## config.mk

```make
export PLATFORM = sky130hd
export DESIGN_NAME = q1_fetch_ctrl
export DESIGN_NICKNAME = d
export VERILOG_FILES = /design/src/rtl/q1_fetch_ctrl_pkg.sv /design/src/rtl/q1_fetch_ctrl_skid.sv /design/src/rtl/q1_fetch_ctrl.sv
export SDC_FILE = /design/constraint.sdc
export NUM_CORES = 1
export LEC_CHECK = 0
export ABC_AREA = 1
export BUFFER_PORTS_ARGS = -buffer_cell sky130_fd_sc_hd__buf_2
export CORE_MARGIN = 2
export CORE_UTILIZATION = 55
export CTS_BUF_LIST = sky130_fd_sc_hd__clkbuf_16
export DETAILED_ROUTE_END_ITERATION = 12
export PLACE_DENSITY = 0.8
export SYNTH_ARGS = -nofsm -noshare
export SYNTH_HDL_FRONTEND = slang
export SYNTH_SLANG_ARGS = --single-unit
```

## constraint.sdc

```tcl
create_clock -name i_clk -period 4.88 [get_ports i_clk]
set_input_delay 0.244 -clock i_clk [delete_from_list [all_inputs] [get_ports i_clk]]
set_output_delay 0.244 -clock i_clk [all_outputs]
set_load 0.05 [all_outputs]
```

## src/rtl/q1_fetch_ctrl_pkg.sv

```systemverilog
// Shared types for the Q1 fetch stage: the Q1/Q2 pipeline bundle, the fetch FSM
// states and the NOP used for bubbles.
package q1_fetch_ctrl_pkg;

    typedef struct packed {
        logic [31:0] insn;
        logic [31:0] pc;
        logic [31:0] pc_incr;
    } q1q2_t;

    typedef enum logic [1:0] {
        IDLE = 2'd0,
        REQ  = 2'd1,
        WAIT = 2'd2
    } fetch_state_e;

    localparam logic [31:0] NOP_INSN = 32'h0000_0013;

    // A real instruction always carries its sequential successor address.
    function automatic q1q2_t make_bundle(input logic [31:0] insn, input logic [31:0] pc);
        q1q2_t b;
        b.insn    = insn;
        b.pc      = pc;
        b.pc_incr = pc + 32'd4;
        return b;
    endfunction

endpackage

```

## src/rtl/q1_fetch_ctrl_skid.sv

```systemverilog
// One-entry skid buffer {insn, pc} that catches an instruction-memory response
// arriving while Q2 holds the presented bundle.
module q1_fetch_ctrl_skid (
    input  logic        i_clk,
    input  logic        i_rst_n,
    input  logic        flush,
    input  logic        in_valid,
    input  logic [31:0] in_insn,
    input  logic [31:0] in_pc,
    input  logic        out_ready,
    output logic        full,
    output logic [31:0] out_insn,
    output logic [31:0] out_pc
);

    always_ff @(posedge i_clk) begin
        if (!i_rst_n || flush) begin
            full <= 1'b0;
        end else if (in_valid) begin
            full <= 1'b1;
        end else if (out_ready) begin
            full <= 1'b0;
        end
    end

    // NOTE: the payload is deliberately not reset; it is only ever read while full=1.
    always_ff @(posedge i_clk) begin
        if (in_valid) begin
            out_insn <= in_insn;
            out_pc   <= in_pc;
        end
    end

endmodule

```

## src/rtl/q1_fetch_ctrl.sv

```systemverilog
// Q1 fetch sequencer: owns the PC, keeps one instruction-memory request in flight,
// and presents a registered {insn, pc, pc_incr} bundle to the Q1/Q2 register.
module q1_fetch_ctrl
    import q1_fetch_ctrl_pkg::*;
#(
    parameter logic [31:0] RESET_PC = 32'h0000_0000
) (
    input  logic        i_clk,
    input  logic        i_rst_n,
    output logic        o_imem_req,
    output logic [31:0] o_imem_addr,
    input  logic        i_imem_gnt,
    input  logic        i_imem_rvalid,
    input  logic [31:0] i_imem_rdata,
    input  logic        i_stall,
    input  logic        i_redirect,
    input  logic [31:0] i_redirect_pc,
    output q1q2_t       o_q1q2,
    output logic        o_q1q2_valid
);

    fetch_state_e state;
    logic [31:0]  pc;
    logic [31:0]  fetch_pc;
    logic         kill;

    logic         skid_full;
    logic [31:0]  skid_insn;
    logic [31:0]  skid_pc;

    logic         accept;
    logic         cur_load;
    logic         skid_push;
    logic         redirect_kill;
    q1q2_t        cur_next;
    logic         valid_next;

    // A response is consumed only when it belongs to the current path.
    assign accept        = (state == WAIT) && i_imem_rvalid && !kill && !i_redirect;
    assign cur_load      = !i_stall || !o_q1q2_valid;
    assign skid_push     = accept && !cur_load;
    assign redirect_kill = ((state == WAIT) && !i_imem_rvalid) ||
                           ((state == REQ)  && i_imem_gnt);

    assign o_imem_req  = (state == REQ);
    assign o_imem_addr = pc;

    q1_fetch_ctrl_skid u_skid (
        .i_clk     (i_clk),
        .i_rst_n   (i_rst_n),
        .flush     (i_redirect),
        .in_valid  (skid_push),
        .in_insn   (i_imem_rdata),
        .in_pc     (fetch_pc),
        .out_ready (cur_load),
        .full      (skid_full),
        .out_insn  (skid_insn),
        .out_pc    (skid_pc)
    );

    always_comb begin
        // NOTE: every always_comb output gets a default first so no path can infer a latch.
        cur_next   = o_q1q2;
        valid_next = o_q1q2_valid;
        if (i_redirect) begin
            cur_next.insn = NOP_INSN;
            valid_next    = 1'b0;
        end else if (cur_load) begin
            if (skid_full) begin
                cur_next   = make_bundle(skid_insn, skid_pc);
                valid_next = 1'b1;
            end else if (accept) begin
                cur_next   = make_bundle(i_imem_rdata, fetch_pc);
                valid_next = 1'b1;
            end else begin
                cur_next.insn = NOP_INSN;
                valid_next    = 1'b0;
            end
        end
    end

    // NOTE: all state is updated with non-blocking assignments so every register samples pre-edge values.
    always_ff @(posedge i_clk) begin
        if (!i_rst_n) begin
            state        <= IDLE;
            pc           <= RESET_PC;
            fetch_pc     <= 32'h0;
            kill         <= 1'b0;
            o_q1q2       <= '{insn: NOP_INSN, pc: 32'h0, pc_incr: 32'h0};
            o_q1q2_valid <= 1'b0;
        end else begin
            o_q1q2       <= cur_next;
            o_q1q2_valid <= valid_next;
            if (i_redirect) begin
                // With a response still owed, wait it out in WAIT before refetching.
                pc    <= {i_redirect_pc[31:2], 2'b00};
                kill  <= redirect_kill;
                state <= redirect_kill ? WAIT : REQ;
            end else begin
                case (state)
                    IDLE: begin
                        if (!skid_full) state <= REQ;
                    end
                    REQ: begin
                        if (i_imem_gnt) begin
                            fetch_pc <= pc;
                            pc       <= pc + 32'd4;
                            state    <= WAIT;
                        end
                    end
                    WAIT: begin
                        if (i_imem_rvalid) begin
                            kill  <= 1'b0;
                            state <= skid_push ? IDLE : REQ;
                        end
                    end
                    default: state <= IDLE;
                endcase
            end
        end
    end

endmodule
```

==> metrics.md <==
| Metric | Value |
|---|---|
| Worst slew pin tran | `between 900 and 1000 ps` |
| Fraction of final layout cells sized beyond drive strength 1 | `0.191` |
| # H-tree levels | `1` |
| Power per cell area | `333 nW/um^2` |
| Hold Startpoint | `i_redirect_pc[3]` |
| Reg2reg path depth | `10` |
| Slew headroom | `0.359` |
| CP Capture Type | `register` |
| Setup violators final | `0` |
| Die Y-Extent | `139 um` |
| Setup slack, reg-to-reg | `between 2000 and 2500 ps` |
| Largest net degree at the start of global routing | `84` |
| CTS buffer count | `23` |
| Total track usage | `0.261` |
| Synth unique cells | `45` |
| DR WL/cell | `around 15 um` |
| Cells after synthesis | `1308` |
| Fillers | `roughly 1500` |
| Ports | `200` |
| Hold endpoint | `o_imem_addr[3]$_SDFFE_PN0P_` |
| Status | `completed` |
| Mapped cell area | `10000 um^2` |
| Vias | `a little over 9000` |
| Clk sink count | `around 220` |
| Final setup margin | `2060 ps` |
| CTS hold repair buffers | `32` |
| Crit path max fanout | `between 40 and 50` |
| Hold Crit Depth | `3` |
| Commonest cells after routing, fill and taps aside | `301 x nand2_1, 211 x nor2_1, 191 x buf_2` |
| Sequential Area | `between 5000 and 6000 um^2` |
| DP HPWL | `around 17 mm` |
| GP Congestion | `0.903` |
| CP Launch Type | `register` |
| Pleak | `4.99 nW` |
| GR Overflow Total | `0` |
| Final Max Tran Viols | `0` |
| Area of the multi-input gates | `about 4300 um^2` |
| Final period util | `0.578` |
| Post-CTS Resized | `0` |
| First-pass GRT wire length | `42.5 mm` |
| Max-capacitance violation count | `0` |
| #FFs+latches synth | `between 200 and 250` |
| Number of global-route vias before repair | `between 8000 and 9000` |
| Area delta synth->final | `20.6%` |
| Reg-to-Reg End | `o_imem_addr[30]$_SDFFE_PN0P_` |
| Initial drt markers | `between 600 and 700` |
| Nets | `1569` |
| DRT Pass-1 Iters | `5` |
| Initial Util | `0.559` |
| Worst EP arrival | `3270 ps` |
| FP Rows | `49` |
| Unrepaired setup endpoints after global routing | `no` |
| Highest cell delay on the worst timing path | `~700 ps` |
| Clk_lat worst skew | `about 510 ps` |
| Total Neg Setup Slack | `0 ps` |
| Die area | `about 19000 um^2` |
| Final wirelength | `25.7 mm` |
| Clock-pin transition on the worst setup and hold timing paths | `approximately 70 ps` |
| Commonest non-fill, non-tap cell in the layout | `nand2_1` |
| Critical Path RT | `5330 ps` |
| R2r startpoint | `state[0]$_SDFFE_PN0P_` |
| Postcts setup bufs | `0` |
| Fin. Hold Viols | `0` |
| Worst Skew | `10.7 ps` |
| Fmax | `355 MHz` |
| Place WS | `~2000 ps` |
| Core area | `around 18000 um^2` |
| PortBufs | `191` |
| Initial antenna violation count | `0` |
| Slowest-stage cell, CP | `nor2_2` |
| Ant diodes | `0` |
| Root Buffer Master | `clkbuf_16` |
| Setup CP Type | `register to register` |
| Synthesis Warnings | `0` |
| CTS tree | `done` |
| Critical path cell sequence | `inv_2, nor2_2, nand2_1, nor2_2, inv_2, nor2_1, nand4_1, nand3b_1, nand2_1, inv_1` |
| Bufs on Longest Clock Path | `3` |
| Seq/Total Area, Yosys | `0.498` |
| Period minus WS final | `2820 ps` |
| Worst Hold Class | `primary input to register` |
| Worst VDD drop | `between 200 and 300 uV` |
| Remaining DRCs | `0` |
| DR vias/cell | `5.34` |
| Avg Inst Size Synth | `around 7.7 um^2` |
| Post-DRT Antenna Nets | `0` |
| DIE WIDTH | `139 um` |
==> worst max-delay path, delay by kind of cell, from the launching register on <==
family        cells  cell delay, ps
flops             1             340
simple gates      7            1740
buf+inv           3             660
==> cell families after synthesis <==
kind of cell / Yosys count / share of synthesized area
and+or+nand+nor: 673 / 0.287
buffers and inverters: 184 / 0.0770
adders and majority gates: 2 / 0.00249
other: 1 / 0.000373
DFF: 219 / 0.498
AOI/OAI and AO/OA: 220 / 0.127
xor gates and xnor gates: 9 / 0.00785
==> through the flow <==
step / util / hold slack (ps) / cell area (um^2) / cells / total power, mW
floorplan: - / 343 / 10100 / 1313 / 2.22
global placement: 0.614 / 409 / 11000 / 1669 / 2.31
detailed placement: 0.614 / 418 / 11000 / 1669 / 2.32
CTS: 0.674 / 1.38 / 12100 / 1743 / 4.05
global route: 0.674 / 31.0 / 12100 / 1743 / 4.16
finish: 0.674 / 6.23 / 12100 / 1743 / 4.04
==> flip-flops by register name, summed over array words and instances (netlist names) <==
| signal | cells |
|---|---|
| o_q1q2 | 92 |
| u_skid.out_insn | 32 |
| fetch_pc | 30 |
| o_imem_addr | 30 |
| u_skid.out_pc | 30 |
| state | 2 |
| kill | 1 |
| o_q1q2_valid | 1 |
| u_skid.full | 1 |
==> how the worst max path moves through the flow <==
| stage | startpoint | end | slack [ps] | cells past startpoint |
|---|---|---|---|---|
| 3_3_place_gp | i_redirect | o_q1q2[28]$_SDFFE_PN0P_ | 1980 | 11 |
| 3_5_place_dp | i_redirect | o_q1q2[28]$_SDFFE_PN0P_ | 1970 | 11 |
| 4_1_cts | state[0]$_SDFFE_PN0P_ | o_imem_addr[30]$_SDFFE_PN0P_ | 2100 | 10 |
| 2_1_floorplan | o_q1q2_valid$_SDFFE_PP0P_ | state[0]$_SDFFE_PN0P_ | 700 | 8 |
| 5_1_grt | state[0]$_SDFFE_PN0P_ | o_imem_addr[30]$_SDFFE_PN0P_ | 1750 | 10 |
| 6_report | state[0]$_SDFFE_PN0P_ | o_imem_addr[30]$_SDFFE_PN0P_ | 2060 | 10 |
==> cell type report <==
type	count	area share
inverter	111	0.0345
clock inverter	18	0.0123
tap	229	0.0237
timing repair buffer	232	0.112
sequential	219	0.413
multi-input combinational	910	0.354
clock buffer	24	0.0496
==> routing by layer <==
| layer | global-route usage | part of all wire | vias to the layer above |
|---|---|---|---|
| li1 | - | - | 4683 |
| met1 | 0.375 | 0.46 | 4180 |
| met2 | 0.415 | 0.45 | 405 |
| met3 | 0.0373 | 0.074 | 40 |
| met4 | 0.0686 | 0.020 | 0 |
| met5 | 0 | 0 | - |
==> power by group <==
group          switching, mW  internal (mW)  total (mW)
clock network          0.727           1.00        1.73
logic                  0.251          0.107       0.358
registers             0.0436           1.91        1.95
total                   1.02           3.01        4.04
==> Yosys cell counts, drive strengths merged <==
library cell  number  share of area
a32oi              1        0.00087
conb               1        0.00037
xnor2              2         0.0017
a22oi              5         0.0037
o21ai             81          0.040
nand3b             8         0.0060
xor2               7         0.0061
nand4              6         0.0037
o211a              3         0.0030
nor2             225          0.091
or2                4         0.0025
nor4               1        0.00062
nand2            323           0.13
inv              109          0.041
a31oi             33          0.021
ha                 2         0.0025
a21oi             55          0.027
clkbuf            35          0.013
and3               1        0.00062
clkinv             2        0.00087
dfxtp            157           0.31
buf               38          0.022
a211oi            28          0.021
edfxtp            62           0.19
o32ai              1        0.00087
a21boi             1        0.00075
o211ai            12         0.0090
nor3              19          0.011
nand3             86          0.045
No activity file was read; power rests on OpenSTA's default activity.
